**src/rtl/bcd_to_bin_conv.sv**
```systemverilog
// Sequential BCD-to-binary converter using reverse double-dabble, one bit per clock.
// A start/busy/done handshake wraps the iteration; invalid digits are rejected without converting.
module bcd_to_bin_conv #(
   parameter int DIGITS = 4,
   parameter int BIN_W  = 14
) (
   input  logic                  clk,
   input  logic                  reset_n,
   input  logic                  start,
   input  logic [4*DIGITS-1:0]   bcd,
   output logic                  busy,
   output logic                  done,
   output logic                  err,
   output logic [BIN_W-1:0]      bin
);

   localparam int BCD_W = 4 * DIGITS;
   localparam int CNT_W = $clog2(BIN_W + 1);
   localparam logic [CNT_W-1:0] CNT_LAST = CNT_W'(BIN_W - 1);

   typedef enum logic [0:0] {
      ST_IDLE = 1'b0,
      ST_CONV = 1'b1
   } state_t;

   function automatic logic bcd_valid(input logic [BCD_W-1:0] v);
      logic ok;
      ok = 1'b1;
      for (int i = 0; i < DIGITS; i++) begin
         ok = ok & (v[4*i +: 4] <= 4'd9);
      end
      return ok;
   endfunction

   // Digits that reached 8 or more after the shift held a carried-in half; pull 3 back out.
   function automatic logic [BCD_W-1:0] bcd_adjust(input logic [BCD_W-1:0] v);
      logic [BCD_W-1:0] r;
      r = v;
      for (int i = 0; i < DIGITS; i++) begin
         if (v[4*i +: 4] >= 4'd8) begin
            r[4*i +: 4] = v[4*i +: 4] - 4'd3;
         end else begin
            r[4*i +: 4] = v[4*i +: 4];
         end
      end
      return r;
   endfunction

   state_t             state_q, state_d;
   logic [CNT_W-1:0]   cnt_q, cnt_d;
   logic [BCD_W-1:0]   bcd_sh_q, bcd_sh_d;
   logic [BIN_W-1:0]   bin_sh_q, bin_sh_d;
   logic               busy_q, busy_d;
   logic               done_q, done_d;
   logic               err_q, err_d;
   logic [BIN_W-1:0]   bin_q, bin_d;

   logic [BCD_W-1:0]   bcd_shift_s;
   logic [BIN_W-1:0]   bin_shift_s;

   assign {bcd_shift_s, bin_shift_s} = {1'b0, bcd_sh_q, bin_sh_q[BIN_W-1:1]};

   // Next-state and output logic for the IDLE/CONV handshake.
   always_comb begin
      state_d  = state_q;
      cnt_d    = cnt_q;
      bcd_sh_d = bcd_sh_q;
      bin_sh_d = bin_sh_q;
      busy_d   = busy_q;
      done_d   = 1'b0;
      err_d    = err_q;
      bin_d    = bin_q;
      case (state_q)
         ST_IDLE: begin
            if (start) begin
               if (bcd_valid(bcd)) begin
                  bcd_sh_d = bcd;
                  bin_sh_d = {BIN_W{1'b0}};
                  cnt_d    = {CNT_W{1'b0}};
                  busy_d   = 1'b1;
                  state_d  = ST_CONV;
               end else begin
                  bin_d  = {BIN_W{1'b0}};
                  err_d  = 1'b1;
                  done_d = 1'b1;
               end
            end else begin
               state_d = ST_IDLE;
            end
         end
         ST_CONV: begin
            bcd_sh_d = bcd_adjust(bcd_shift_s);
            bin_sh_d = bin_shift_s;
            if (cnt_q == CNT_LAST) begin
               bin_d   = bin_shift_s;
               err_d   = 1'b0;
               done_d  = 1'b1;
               busy_d  = 1'b0;
               state_d = ST_IDLE;
            end else begin
               cnt_d = cnt_q + CNT_W'(1);
            end
         end
         default: begin
            busy_d  = 1'b0;
            state_d = ST_IDLE;
         end
      endcase
   end

   // State and output registers.
   always_ff @(posedge clk or negedge reset_n) begin
      if (!reset_n) begin
         state_q  <= ST_IDLE;
         cnt_q    <= {CNT_W{1'b0}};
         bcd_sh_q <= {BCD_W{1'b0}};
         bin_sh_q <= {BIN_W{1'b0}};
         busy_q   <= 1'b0;
         done_q   <= 1'b0;
         err_q    <= 1'b0;
         bin_q    <= {BIN_W{1'b0}};
      end else begin
         state_q  <= state_d;
         cnt_q    <= cnt_d;
         bcd_sh_q <= bcd_sh_d;
         bin_sh_q <= bin_sh_d;
         busy_q   <= busy_d;
         done_q   <= done_d;
         err_q    <= err_d;
         bin_q    <= bin_d;
      end
   end

   assign busy = busy_q;
   assign done = done_q;
   assign err  = err_q;
   assign bin  = bin_q;

endmodule
```
**config.mk**
```make
export PLATFORM = sky130hd
export DESIGN_NAME = bcd_to_bin_conv
export DESIGN_NICKNAME = d
export VERILOG_FILES = /design/src/rtl/bcd_to_bin_conv.sv
export SDC_FILE = /design/constraint.sdc
export NUM_CORES = 1
export LEC_CHECK = 0
export BUFFER_PORTS_ARGS = -buffer_cell sky130_fd_sc_hd__buf_2
export CAP_MARGIN = 40
export CORE_MARGIN = 3
export CORE_UTILIZATION = 40
export CTS_CLUSTER_DIAMETER = 100
export DETAILED_ROUTE_END_ITERATION = 7
export PLACE_DENSITY_LB_ADDON = 0.05
export SYNTH_ARGS = -nofsm -noshare
export SYNTH_HDL_FRONTEND = slang
export SYNTH_SLANG_ARGS = --single-unit
```
**constraint.sdc**
```tcl
create_clock -name clk -period 2.9 [get_ports clk]
set_input_delay 0 -clock clk [delete_from_list [all_inputs] [get_ports clk]]
set_output_delay 0 -clock clk [all_outputs]
set_load 0.03 [all_outputs]
```
==> out/results.txt <==
The flow ran to the end, and the final reports show no timing, DRC or antenna violations. The area growth from synthesis to final layout was 17.7%; the share of flip-flops with an asynchronous set or reset was 1.00. The width of the die works out to 87.2 um. In this design, the stage delay of the slowest critical-path cell is 0.61 ns. The peak fanout along the critical path was 16. The required time at the endpoint of the critical path is 3.05 ns, and the number of cells upsized or downsized after cts is 0.

Iteration-0 DRC count of the detailed router: 52. Net count after synthesis: 283. TritonCTS built the clock tree. The logs give 0.484 for the sequential cell area fraction in the yosys report and 51 for the number of sinks on the clock net.

After clock tree synthesis, the clock-pin slew on the worst setup and hold paths is 0.09 ns. In this run the mean area of a mapped cell was 10.3 um^2. Across all register-to-register paths, the minimum setup slack is 1.18 ns. Number of antenna violations at the first check in global routing: 0. In the routed layout, each cell is associated on average with a via count of 4.91. Synthesis produced 256 cells.

The most area-hungry cell type in the Yosys netlist was dfrtp_1. For this run, the post-layout net count is 331. The most congested layer reported by global routing was met2.

STA puts the critical path data arrival time at 1.98 ns. The kind of critical path was primary input to flop. The reported max-cap violation count is 0, and the top-level port count is 36. The detail route stage leaves a number of antenna-violating nets equal to 0. The end point of the most critical hold path is busy. The tools report the clock tree root buffer cell as clkbuf_8. Post-CTS timing repair inserted 0 buffers for setup. Setup repair after global routing left no endpoint under its margin. The end of the worst register-to-register path was bin[11].

The worst setup path is captured at a flop. The run gives 0 as the global route total overflow. After routing, the total negative slack on setup checks comes to 0 ns. The count of buffer and inverter cells on the critical path is 2. The global routing met2 resource utilization is 0.229, and the number of flip-flops and latches in the synthesized netlist is 51. The Yosys step of the flow raised 0 warnings.

Yosys mapped a number of flops with a built-in enable equal to 0. In the post-synthesis netlist, the cell with the most instances is dfrtp_1. The number of cells traversed by the worst hold path is 3.

The signal on the critical path passes through dlygate4sd3_1, buf_2, o21ai_1, nand4_2, nor2_2, o21ai_0. Summed over all nets, the half-perimeter wirelength after detailed placement is 3.29 mm. The floorplan step defined a die boundary enclosing 0.00760 mm^2. The startpoint identified for the worst hold timing path is start. For the worst flop-to-flop path, the logic depth is 6.

Counting distinct cell types in the post-synthesis netlist gives 32. The startpoint identified for the worst register-to-register timing path is cnt_q[0]. The routed design could run at a clock period as short as 1.83 ns.

Dividing the detail-routed wire length by the instance count gives 13.8 um. The worst slew slack as a fraction of its limit is 0.537. The final max-slew violation count came out at 0. The met1 demand-to-capacity share in global routing was 0.210. In this run the deepest clock path goes through 2 buffers. In this design, the largest share of critical-path delay is due to simple AND/OR/NAND/NOR gates.

The worst-case IR drop observed on VDD is 0.420 mV. The logs give 0.149 for the total track usage and 547 MHz for the achievable frequency. The detailed-router iteration count before antenna repair is 4, and the share of layout cells above drive strength 1 is 0.256.

The initial cell density of the core is 0.430. The logs give 0.00533 ns for the clock skew after layout and 0.506 for the fraction of the core area covered by cells at the end of the flow. The logs give 1823 for the number of global-route vias before repair and 5 for the CTS buffer count. Power per unit of standard cell area: 927 mW/mm^2. In this run the vertical extent of the chip is 87.2 um. The wire length after detailed routing is 5.23 mm. The maximum number of pins on one net before global-route repair was 49. Setup violations remaining at the end of the flow were counted as 0. The slew of the pin with the lowest slew margin was 0.693 ns.

The logs give 0 for the remaining routing DRC violations and 1.59 nW for the total leakage power. The cell area after technology mapping was 0.00264 mm^2. The tools report the placeable core area as 0.00613 mm^2. The tools report the critical path startpoint category as a primary input. Among all stages on the critical path, the largest delay is contributed by nor2_2.

The placer's final routability congestion estimate was 0.730. The hold buffer count at cts came out at 17. The tools report the number of rows created at floorplan as 28. The wire length of the first global-routing pass was 8.92 mm. Detailed routing inserted a total of 1866 vias.

After synthesis, the most frequently instantiated cells are dfrtp_1 (51), nand2_1 (34), nor2_1 (23). For the worst-skew pair, the clock arrives at the later sink with an insertion delay of 0.30 ns. Buffers placed on the I/O ports in this run total 35. The fraction of synthesized cell area taken by the top area cell type is 0.484. For the met3 usage in global routing, the log shows 0.0293.

For this run, the leading register cell type out of synthesis is dfrtp_1. The tools report the number of hold violations in the final report as 0. CTS built an H-tree with a depth of 2. By area the synthesized netlist is led by dfrtp_1 (48%), mux2i_1 (7.2%), nand2_1 (4.8%). The share of the clock period used by the worst path after layout works out to 0.631. The min-delay analysis places its worst path in the category primary input to flop. Count of antenna diodes in the layout: 0.
-- worst max-delay path by stage --
stage	slack, ns	cells past startpoint	endpoint	start
after CTS	1.09	6	bin_sh_q[3]	bcd[2]
after global placement	1.22	6	bin[0]	cnt_q[0]
after detailed placement	1.20	6	bin[11]	cnt_q[0]
final	1.07	6	bin_sh_q[3]	bcd[2]
after global routing	0.95	6	bin_sh_q[2]	bcd[2]
after floorplan	1.30	6	bin[1]	cnt_q[0]
-- cell type report --
type / count / area [um^2]
Multi-Input combinational cell: 176 / 1220
Inverter: 14 / 52.6
Clock buffer: 7 / 76.3
Timing Repair Buffer: 56 / 375
Fill cell: 570 / 3030
Clock inverter: 1 / 5.00
Sequential cell: 51 / 1280
Tap cell: 75 / 93.8
-- sequential cells by signal, summed over array words and instances (netlist names) --
signal and cells:
bin_sh_q 13, cnt_q 4, state_q 1, busy 1, done 1, err 1, bin 14, bcd_sh_q 16
-- layout by cell type (no fill, tap or decap) --
master and count:
nor2_2 1, a31oi_1 3, a211oi_1 2, buf_4 4, mux2_1 1, o211ai_1 1, a31o_2 14, o22ai_1 1
o21ai_0 7, dfrtp_1 51, nand4_2 1, dlygate4sd3_1 17, o31ai_1 1, clkbuf_8 5, clkinv_2 1, ha_1 8
a21oi_1 16, a21o_1 1, nor2_1 23, buf_2 35, o21ai_1 13, nor2b_1 3, nand3_1 1, xnor2_1 7
mux2_2 9, nand2_1 34, nor3_1 1, mux2i_1 19, nor2_8 1, inv_1 14, clkbuf_1 2, mux2_4 7
nand4_1 1
-- power by group --
part / switching (mW) / total, mW / internal, mW
Clock: 0.229 / 0.399 / 0.170
Combinational: 0.643 / 1.23 / 0.591
Sequential: 0.271 / 1.24 / 0.973
Total: 1.14 / 2.88 / 1.73
-- tightest hold or removal path, stage by stage --
cell and delay (ns):
buf_2 0.12, nand2_1 0.17, o21ai_0 0.10
-- layer usage --
metal,vias up,part of all wire
li1,965,-
met5,-,0
met1,868,0.51
met2,28,0.44
met4,0,0.011
met3,5,0.035
-- logic make-up after synthesis --
logic type,synth area share
XOR/XNOR,0.0233
flip-flops,0.484
buffers and inverters,0.0518
multiplexers,0.155
adder cells (fa/ha/maj),0.0380
AO/OA/AOI/OAI,0.139
AND/OR/NAND/NOR,0.109
-- per-stage QoR --
stage	hold slack (ns)	setup slack [ns]	power [mW]	cell area, um^2	instances
global route	0.154	0.947	3.14	3100	380
global placement	0.0793	1.22	2.47	2850	355
CTS	0.119	1.09	2.92	3100	380
detailed placement	0.0752	1.20	2.49	2850	355
finish	0.122	1.07	2.88	3100	380
floorplan	-0.296	1.30	2.22	2640	256
(Power assumes the default switching activity.)
